File: src/rtl/hazard_detection_unit_if.sv
// Pipeline-side signal bundle for the hazard detection unit.
// The master is the pipeline that drives stage info; the slave is the interlock.
interface hazard_detection_unit_if #(
    parameter int STALL_CNT_W = 16
);
    logic                   ID_EX_MemRead;
    logic                   ID_EX_RegWrite;
    logic [4:0]             ID_EX_WriteReg;
    logic                   ID_EX_MduStart;
    logic                   EX_MEM_MemRead;
    logic [4:0]             EX_MEM_WriteReg;
    logic [4:0]             IF_ID_RegisterRs;
    logic [4:0]             IF_ID_RegisterRt;
    logic                   IF_ID_UsesRt;
    logic                   ID_Branch;
    logic                   ID_BranchTaken;
    logic                   ID_Jump;
    logic                   IF_ID_MduOp;
    logic                   PCWrite;
    logic                   IF_ID_Write;
    logic                   ID_EX_Bubble;
    logic                   IF_ID_Flush;
    logic                   mdu_busy;
    logic [STALL_CNT_W-1:0] stall_count;

    modport master (
        output ID_EX_MemRead, ID_EX_RegWrite, ID_EX_WriteReg, ID_EX_MduStart,
               EX_MEM_MemRead, EX_MEM_WriteReg, IF_ID_RegisterRs, IF_ID_RegisterRt,
               IF_ID_UsesRt, ID_Branch, ID_BranchTaken, ID_Jump, IF_ID_MduOp,
        input  PCWrite, IF_ID_Write, ID_EX_Bubble, IF_ID_Flush, mdu_busy, stall_count
    );

    modport slave (
        input  ID_EX_MemRead, ID_EX_RegWrite, ID_EX_WriteReg, ID_EX_MduStart,
               EX_MEM_MemRead, EX_MEM_WriteReg, IF_ID_RegisterRs, IF_ID_RegisterRt,
               IF_ID_UsesRt, ID_Branch, ID_BranchTaken, ID_Jump, IF_ID_MduOp,
        output PCWrite, IF_ID_Write, ID_EX_Bubble, IF_ID_Flush, mdu_busy, stall_count
    );
endinterface

File: src/rtl/hazard_detection_unit.sv
// Stall/flush controller for the 5-stage MIPS pipeline: load-use, ID-stage branch
// operand and MDU interlocks, plus an MDU busy counter and a stall performance counter.
module hazard_detection_unit #(
    parameter int MDU_LATENCY = 4,
    parameter int STALL_CNT_W = 16
) (
    input  logic                    clk,
    input  logic                    reset,
    hazard_detection_unit_if.slave  hz
);
    logic [3:0]             mdu_cnt_q, mdu_cnt_d;
    logic [STALL_CNT_W-1:0] stall_cnt_q, stall_cnt_d;
    logic                   load_use, br_haz, mdu_haz, stall, redirect;

    // Register $0 is hardwired to zero, so it never carries a real dependency.
    function automatic logic dep(input logic [4:0] x, input logic [4:0] rs,
                                 input logic [4:0] rt, input logic uses_rt);
        return (x != 5'd0) && ((x == rs) || (uses_rt && (x == rt)));
    endfunction

    always_comb begin
        load_use = hz.ID_EX_MemRead &&
                   dep(hz.ID_EX_WriteReg, hz.IF_ID_RegisterRs, hz.IF_ID_RegisterRt, hz.IF_ID_UsesRt);
        br_haz   = hz.ID_Branch &&
                   ((hz.ID_EX_RegWrite &&
                     dep(hz.ID_EX_WriteReg, hz.IF_ID_RegisterRs, hz.IF_ID_RegisterRt, hz.IF_ID_UsesRt)) ||
                    (hz.EX_MEM_MemRead &&
                     dep(hz.EX_MEM_WriteReg, hz.IF_ID_RegisterRs, hz.IF_ID_RegisterRt, hz.IF_ID_UsesRt)));
        mdu_haz  = hz.IF_ID_MduOp && (hz.ID_EX_MduStart || (mdu_cnt_q != 4'd0));
        stall    = load_use || br_haz || mdu_haz;
        redirect = (hz.ID_Branch && hz.ID_BranchTaken) || hz.ID_Jump;
    end

    // The counter keeps running through stalls: the MDU itself never freezes.
    always_comb begin
        mdu_cnt_d = mdu_cnt_q;
        if (hz.ID_EX_MduStart)
            mdu_cnt_d = 4'(MDU_LATENCY - 1);
        else if (mdu_cnt_q != 4'd0)
            mdu_cnt_d = mdu_cnt_q - 4'd1;
        stall_cnt_d = stall_cnt_q + STALL_CNT_W'(stall);
    end

    always_ff @(posedge clk) begin
        if (reset) begin
            mdu_cnt_q   <= 4'd0;
            stall_cnt_q <= '0;
        end else begin
            mdu_cnt_q   <= mdu_cnt_d;
            stall_cnt_q <= stall_cnt_d;
        end
    end

    // Stall outranks a redirect; the branch is re-resolved once the stall drops.
    always_comb begin
        hz.PCWrite      = 1'b1;
        hz.IF_ID_Write  = 1'b1;
        hz.ID_EX_Bubble = 1'b0;
        hz.IF_ID_Flush  = 1'b0;
        if (reset) begin
            hz.PCWrite      = 1'b0;
            hz.IF_ID_Write  = 1'b0;
            hz.ID_EX_Bubble = 1'b1;
            hz.IF_ID_Flush  = 1'b1;
        end else if (stall) begin
            hz.PCWrite      = 1'b0;
            hz.IF_ID_Write  = 1'b0;
            hz.ID_EX_Bubble = 1'b1;
        end else if (redirect) begin
            hz.IF_ID_Flush  = 1'b1;
        end
        hz.mdu_busy    = !reset && (mdu_cnt_q != 4'd0);
        hz.stall_count = stall_cnt_q;
    end
endmodule

File: src/flat_wrapper.sv
// flat-port wrapper written by rule: the top's interface ports become plain ports
module hazard_detection_unit_flat 
#(
    parameter int MDU_LATENCY = 4,
    parameter int STALL_CNT_W = 16
)
  (clk, reset, hz_ID_EX_MemRead, hz_ID_EX_RegWrite, hz_ID_EX_WriteReg, hz_ID_EX_MduStart, hz_EX_MEM_MemRead, hz_EX_MEM_WriteReg, hz_IF_ID_RegisterRs, hz_IF_ID_RegisterRt, hz_IF_ID_UsesRt, hz_ID_Branch, hz_ID_BranchTaken, hz_ID_Jump, hz_IF_ID_MduOp, hz_PCWrite, hz_IF_ID_Write, hz_ID_EX_Bubble, hz_IF_ID_Flush, hz_mdu_busy, hz_stall_count);
  hazard_detection_unit_if #(.STALL_CNT_W(STALL_CNT_W)) hz_i ();
  input  logic clk;
  input  logic reset;
  input wire logic [$bits(hz_i.ID_EX_MemRead)-1:0] hz_ID_EX_MemRead;
  input wire logic [$bits(hz_i.ID_EX_RegWrite)-1:0] hz_ID_EX_RegWrite;
  input wire logic [$bits(hz_i.ID_EX_WriteReg)-1:0] hz_ID_EX_WriteReg;
  input wire logic [$bits(hz_i.ID_EX_MduStart)-1:0] hz_ID_EX_MduStart;
  input wire logic [$bits(hz_i.EX_MEM_MemRead)-1:0] hz_EX_MEM_MemRead;
  input wire logic [$bits(hz_i.EX_MEM_WriteReg)-1:0] hz_EX_MEM_WriteReg;
  input wire logic [$bits(hz_i.IF_ID_RegisterRs)-1:0] hz_IF_ID_RegisterRs;
  input wire logic [$bits(hz_i.IF_ID_RegisterRt)-1:0] hz_IF_ID_RegisterRt;
  input wire logic [$bits(hz_i.IF_ID_UsesRt)-1:0] hz_IF_ID_UsesRt;
  input wire logic [$bits(hz_i.ID_Branch)-1:0] hz_ID_Branch;
  input wire logic [$bits(hz_i.ID_BranchTaken)-1:0] hz_ID_BranchTaken;
  input wire logic [$bits(hz_i.ID_Jump)-1:0] hz_ID_Jump;
  input wire logic [$bits(hz_i.IF_ID_MduOp)-1:0] hz_IF_ID_MduOp;
  output wire logic [$bits(hz_i.PCWrite)-1:0] hz_PCWrite;
  output wire logic [$bits(hz_i.IF_ID_Write)-1:0] hz_IF_ID_Write;
  output wire logic [$bits(hz_i.ID_EX_Bubble)-1:0] hz_ID_EX_Bubble;
  output wire logic [$bits(hz_i.IF_ID_Flush)-1:0] hz_IF_ID_Flush;
  output wire logic [$bits(hz_i.mdu_busy)-1:0] hz_mdu_busy;
  output wire logic [$bits(hz_i.stall_count)-1:0] hz_stall_count;
  assign hz_i.ID_EX_MemRead = hz_ID_EX_MemRead;
  assign hz_i.ID_EX_RegWrite = hz_ID_EX_RegWrite;
  assign hz_i.ID_EX_WriteReg = hz_ID_EX_WriteReg;
  assign hz_i.ID_EX_MduStart = hz_ID_EX_MduStart;
  assign hz_i.EX_MEM_MemRead = hz_EX_MEM_MemRead;
  assign hz_i.EX_MEM_WriteReg = hz_EX_MEM_WriteReg;
  assign hz_i.IF_ID_RegisterRs = hz_IF_ID_RegisterRs;
  assign hz_i.IF_ID_RegisterRt = hz_IF_ID_RegisterRt;
  assign hz_i.IF_ID_UsesRt = hz_IF_ID_UsesRt;
  assign hz_i.ID_Branch = hz_ID_Branch;
  assign hz_i.ID_BranchTaken = hz_ID_BranchTaken;
  assign hz_i.ID_Jump = hz_ID_Jump;
  assign hz_i.IF_ID_MduOp = hz_IF_ID_MduOp;
  assign hz_PCWrite = hz_i.PCWrite;
  assign hz_IF_ID_Write = hz_i.IF_ID_Write;
  assign hz_ID_EX_Bubble = hz_i.ID_EX_Bubble;
  assign hz_IF_ID_Flush = hz_i.IF_ID_Flush;
  assign hz_mdu_busy = hz_i.mdu_busy;
  assign hz_stall_count = hz_i.stall_count;
  hazard_detection_unit #(.MDU_LATENCY(MDU_LATENCY), .STALL_CNT_W(STALL_CNT_W)) u_core (.clk(clk), .reset(reset), .hz(hz_i));
endmodule
File: config.mk
export PLATFORM = sky130hd
export DESIGN_NAME = hazard_detection_unit_flat
export DESIGN_NICKNAME = d
export VERILOG_FILES = /design/src/rtl/hazard_detection_unit_if.sv /design/src/rtl/hazard_detection_unit.sv /design/src/flat_wrapper.sv
export SDC_FILE = /design/constraint.sdc
export NUM_CORES = 1
export LEC_CHECK = 0
export CAP_MARGIN = 40
export CORE_UTILIZATION = 52
export CTS_BUF_LIST = sky130_fd_sc_hd__clkbuf_8
export CTS_CLUSTER_SIZE = 16
export DETAILED_ROUTE_END_ITERATION = 12
export DONT_BUFFER_PORTS = 1
export HOLD_SLACK_MARGIN = 0.12
export PLACE_DENSITY = 0.67
export SYNTH_ARGS = -nofsm -noshare
export SYNTH_HDL_FRONTEND = slang
export SYNTH_SLANG_ARGS = --single-unit
File: constraint.sdc
create_clock -name clk -period 6.53 [get_ports clk]
set_input_delay 1.306 -clock clk [delete_from_list [all_inputs] [get_ports clk]]
set_output_delay 1.306 -clock clk [all_outputs]
set_load 0.01 [all_outputs]
## Yosys cells after proc, flatten, opt, wreduce, memory -nomap -nowiden

Cells that the tools add are included.

| cells by class | value |
|---|---|
| reduce and logical (&&, ||, !) cells | 24 |
| multipliers | 0 |
| $add $sub $neg | 2 |
| order comparisons | 0 |
| multiplexer cells | 9 |
| shift operators | 0 |
| div/mod/pow operators | 0 |
| equality and inequality tests | 4 |
| bitwise logic cells | 0 |

Operators by type and width:

| operator | number |
|---|---|
| $eq 5x5->1 | 4 |
| $add 16x1->16 | 1 |
| $logic_and 1x1->1 | 11 |
| $reduce_bool 5->1 | 2 |
| $logic_or 1x1->1 | 7 |
| $mux 1 | 7 |
| $mux 2 | 2 |
| $reduce_bool 4->1 | 1 |
| $sub 4x1->4 const B | 1 |
| $reduce_bool 2->1 | 1 |
| $reduce_or 2->1 | 1 |
| $logic_not 1->1 | 1 |

| storage, ports and cells | value |
|---|---|
| bits of input ports | 31 |
| memories kept | 0 |
| bits in latches | 0 |
| output and inout port bits | 21 |
| bits in writable memories | 0 |
| ROM bits | 0 |
| flip-flop bits (word level) | 20 |
| word-level logic and storage cells | 42 |

## Depth between registers and ports, before layout

| logic depth | value |
|---|---|
| depth after elaboration | 11 |
| gate-level depth with buffers | 11 |
| depth with buffers taken out | 10 |

## Worst setup path before layout

No wires, ideal clock.

| path | value |
|---|---|
| path type | input to output |
| from | input port hz_EX_MEM_WriteReg[0] |
| to | output port hz_PCWrite |
| data arrival time | 2.538 ns |
| slack | 2.686 ns |
| required time | 5.224 ns |
| buffers on the path | 1 |
| stages on the path | 5 |
| path through | or4_1 o211ai_1 o221ai_1 nor2_1 buf_4 |

| between the ends | value |
|---|---|
| word-level cells in the longest chain between the ends | 11 |
| elaborated cells on any way between the ends | 13 |
| classes of those cells | eq/ne (2); mux (2); reduce/logical (9) |

RTL lines:

| what | line | text |
|---|---|---|
| from (decl) | flat_wrapper.sv:16 | `input wire logic [$bits(hz_i.EX_MEM_WriteReg)-1:0] hz_EX_MEM_WriteReg;` |
| $eq 5x5->1 | hazard_detection_unit.sv:18 | `return (x != 5'd0) && ((x == rs) \|\| (uses_rt && (x == rt)));` |
| $logic_and 1x1->1 | hazard_detection_unit.sv:18 |  |
| $logic_or 1x1->1 | hazard_detection_unit.sv:18 |  |
| $logic_and 1x1->1 (*) | hazard_detection_unit.sv:18 |  |
| $logic_and 1x1->1 (*) | hazard_detection_unit.sv:27 | `(hz.EX_MEM_MemRead &&` |
| $logic_or 1x1->1 (*) | hazard_detection_unit.sv:26 | `dep(hz.ID_EX_WriteReg, hz.IF_ID_RegisterRs, hz.IF_ID_RegisterRt, hz.IF_ID_UsesRt)) \|\|` |
| $logic_and 1x1->1 (*) | hazard_detection_unit.sv:24 | `br_haz = hz.ID_Branch &&` |
| $logic_or 1x1->1 (*) (2 in a row) | hazard_detection_unit.sv:30 | `stall = load_use \|\| br_haz \|\| mdu_haz;` |
| $mux 1 (*) (2 in a row) | - |  |
| to (decl) | flat_wrapper.sv:24 | `output wire logic [$bits(hz_i.PCWrite)-1:0] hz_PCWrite;` |

Mark *: on every way between the ends. The rest lies on a longest branch, timed or not.

## Worst setup path after layout

Ends and elaborated chain as after synthesis.

==> results.txt <==
The run finished with clean final reports. In this run the vertical extent of the chip is 49.5 um. In this design, the largest share of critical-path delay is due to simple AND/OR/NAND/NOR gates. The cell with the largest stage delay on the worst path is sky130_fd_sc_hd__or4_1. The critical path crosses 4 cells after its start point. The final-layout setup total negative slack is 0 ns. Sorting the synthesized cells by area gives the leading types as sky130_fd_sc_hd__dfxtp_1 34%, sky130_fd_sc_hd__xor2_1 22%, sky130_fd_sc_hd__nor2_1 6.1%. The starting utilization of the core area came out at 0.575. The total iterations of the first detailed-routing run came out at 3.

The number of different library cells used by synthesis comes to 30. In the synthesized netlist the dominant register cell turns out to be sky130_fd_sc_hd__dfxtp_1. In the synthesized netlist, the number of instances is 137. The net count after synthesis came out at 172. The count of maximum capacitance violations came out at 0. The wire length of the first global-routing pass is 3720 um.

The worst setup path is captured at an output port. In the synthesized netlist the async set-or-reset flop fraction comes to 0. The final standard cell utilization of the core is 0.618. The leakage power total is 0.477 nW. The arrival time of the worst setup path came out at 2.59 ns. For the finished layout, the period the worst path requires is 3.90 ns. The power per standard cell area came out at 226 nW/um2.

After the first detailed-routing iteration, the DRC count stood at 11. The area fraction in compound gates after synthesis is 0.0799. The proportion of synthesized area in mux cells is 0. Yosys mapped a number of flops with a built-in enable equal to 0. The share of synthesized cell area in and, or, nand and nor gates came out at 0.261.

The headroom to the max-slew limit is 0.619. The sequential cell area fraction in the yosys report is 0.341. The worst stage delay on the critical path came out at 0.53 ns.

The number of diodes came out at 0. The number of buffers inserted by port buffering came out at 0. The category of the critical setup timing path is input pin to output port. The number of global-route vias before repair came out at 880.

Setup repair after global routing left no endpoint under its margin. The global-route congestion overflow total is 0. The type of origin of the critical path is an input pin. The critical path goes through or4_1, o211ai_1, o221ai_1, nor2_1. The adder-cell share of the synthesized area is 0.0426. Across the VDD grid, the largest voltage drop is 0.169 mV. The area share of the largest cell type after synthesis is 0.341. The count of buffering cells on the critical path with inverters included came out at 0. TritonCTS built the clock tree. Post-CTS repair changed the size of 0 cells. The number of warnings issued by yosys is 0.

Ranked by instance count, the synthesized netlist is headed by 29 x sky130_fd_sc_hd__xor2_1, 20 x sky130_fd_sc_hd__dfxtp_1, 19 x sky130_fd_sc_hd__nor2_1. For this run, the total global-route usage over all layers was measured as 0.190. The area growth from synthesis to final layout is 7.35%. The routed design has 2210 um of wire.

The via-per-instance ratio came out at 5.51. The fraction of layout cells with a size suffix above 1 is 0.0584. The synthesized design contains 20 register bits. The number of remaining DRC errors came out at 0. The synthesized netlist occupies a cell area of 1170 um2.

The count of boundary I/O pins came out at 52. The total half-perimeter wirelength after legalization and detailed placement came out at 1710 um. Clock tree synthesis inserted a total of 3 buffers. In this run the core area contains 16 standard-cell rows. The average wire per standard cell is 13.5 um.

The worst-margin pin slew is 0.570 ns. The maximum fanout count along the critical path is 4. Routability-driven placement finished with a final weighted congestion of 0.828. The count of nets left with antenna violations after detail routing is 0. The average cell area after synthesis is 8.58 um2. Of all cell types, the one taking the most synthesized area is sky130_fd_sc_hd__dfxtp_1. The xor and xnor area share after synthesis came out at 0.253.

Before CTS, the worst setup slack after placement is 2.65 ns. The initial antenna violation count is 0. Clock tree synthesis selected as its root buffer the cell sky130_fd_sc_hd__clkbuf_8.

The die footprint is 2450 um2. The worst-skew pair later-pin latency is 0.25 ns. The clock passes through at most 2 buffers. The count of hold-fix buffers inserted at cts came out at 0.

The number of cells traversed by the worst register-to-register path is 10. In this run the register-to-register setup slack is 4.38 ns. The worst path setup slack after routing came out at 2.63 ns. The layout has 194 filler cells. The final setup violation count is 0. The floorplan step defined a core boundary enclosing 2040 um2.

Detailed routing inserted a total of 904 vias. The final setup skew came out at 0.00144 ns. The clock net sink count is 20. The horizontal die dimension came out at 49.5 um. The number of hold violations in the final report came out at 0.

The most frequent cell after synthesis is sky130_fd_sc_hd__xor2_1. The maximum clock frequency came out at 257 MHz. The net count of the finished layout is 173.

Dividing the final minimum period by the clock period gives 0.597. The number of levels the H-tree was split into came out at 1. By area, the combinational part of the netlist is dominated by simple AND/OR/NAND/NOR gates. Data on the critical path is required at its endpoint by 5.22 ns. The clock input transition at the sequential cells of the worst setup and hold paths is 0.07 ns. The min-delay analysis places its worst path in the category flip-flop to flip-flop. Along the worst hold path, the cell count comes to 2.

The final number of max-transition violations is 0. The count of buffers added by post-CTS timing repair for setup is 0. The pin count of the biggest net entering global routing came out at 25.
## power by group
| group | switching (W) | leakage, nW | internal, W |
|---|---|---|---|
| Combinational | 0.0000168 | 0.279 | 0.0000166 |
| Clock | 0.0000397 | 0.0357 | 0.0000817 |
| Sequential | 0.00000424 | 0.162 | 0.000126 |
## metal layers
layer	track usage	wire (um)
met1	0.228	980
met2	0.324	1070
met3	0.0833	156
met4	0.0143	0
met5	0	0
## state kept, by name, indices dropped and copies added, names as in the netlist
register,count
u_core.mdu_cnt_q,4
u_core.hz.stall_count,16
## area by class of cell
type	instances	area, um2	area share
clock buffers	3	41.3	0.0327
clock inverters	1	30.0	0.0238
inverters	2	7.51	0.00595
multi-input cells	111	748	0.593
flip-flops and latches	20	400	0.317
well taps	27	33.8	0.0268
## worst min-delay path, cell delays in order, from the launching register on
cell,delay (ns)
sky130_fd_sc_hd__dfxtp_1,0.35
sky130_fd_sc_hd__o21ai_0,0.08
sky130_fd_sc_hd__a21oi_1,0.06
## cells by family (layout without fill, tap and decap cells)
family | after synthesis | after routing
fa+ha+maj | 4 | 4
simple gates | 58 | 58
compound gates | 15 | 15
buf+inv | 6 | 6
flops | 20 | 20
xor+xnor | 34 | 34
## path summary, 6_finish.rpt
path,from,end
setup / recovery,hz_EX_MEM_WriteReg[0],hz_PCWrite
hold / removal,u_core.hz.stall_count[15]$_SDFF_PP0_,u_core.hz.stall_count[15]$_SDFF_PP0_
hold reg to reg,u_core.hz.stall_count[15]$_SDFF_PP0_,u_core.hz.stall_count[15]$_SDFF_PP0_
setup reg to reg,u_core.mdu_cnt_q[0]$_SDFFE_PP0N_,u_core.hz.stall_count[15]$_SDFF_PP0_
## per-stage QoR
| stage | power [W] | instances | hold slack [ns] | cell area, um2 |
|---|---|---|---|---|
| 2_1_floorplan | 0.000164 | 137 | 0.489 | 1170 |
| 3_3_place_gp | 0.000166 | 160 | 0.514 | 1190 |
| 3_5_place_dp | 0.000167 | 160 | 0.520 | 1190 |
| 4_1_cts | 0.000288 | 164 | 0.532 | 1260 |
| 5_1_grt | 0.000297 | 164 | 0.552 | 1260 |
| 6_report | 0.000285 | 164 | 0.527 | 1260 |
## cells in the final DEF, fill, tap and decap left out
master,netlist,layout
sky130_fd_sc_hd__xor2_1,29,29
sky130_fd_sc_hd__dfxtp_1,20,20
sky130_fd_sc_hd__nor2_1,19,19
sky130_fd_sc_hd__nand2_1,11,11
sky130_fd_sc_hd__xnor2_1,5,5
sky130_fd_sc_hd__a21oi_1,5,5
sky130_fd_sc_hd__nor4_1,4,4
sky130_fd_sc_hd__o21ai_0,4,4
sky130_fd_sc_hd__ha_1,4,4
sky130_fd_sc_hd__nor3_1,3,3
sky130_fd_sc_hd__nand4_1,3,3
sky130_fd_sc_hd__nand3_1,3,3
sky130_fd_sc_hd__clkbuf_8,0,3
sky130_fd_sc_hd__a32oi_1,2,2
sky130_fd_sc_hd__or4_1,2,2
sky130_fd_sc_hd__inv_1,2,2
sky130_fd_sc_hd__nor2b_1,2,2
sky130_fd_sc_hd__and4_4,2,2
sky130_fd_sc_hd__and2_1,2,2
sky130_fd_sc_hd__or3_1,2,2
sky130_fd_sc_hd__a21o_1,1,1
sky130_fd_sc_hd__o211ai_1,1,1
sky130_fd_sc_hd__o221ai_1,1,1
sky130_fd_sc_hd__nor3b_1,1,1
sky130_fd_sc_hd__o21bai_1,1,1
sky130_fd_sc_hd__or2_1,1,1
sky130_fd_sc_hd__and3_1,1,1
sky130_fd_sc_hd__nand3_4,1,1
sky130_fd_sc_hd__and2_2,1,1
sky130_fd_sc_hd__bufinv_16,0,1
No activity file was read; power rests on OpenSTA's default activity.
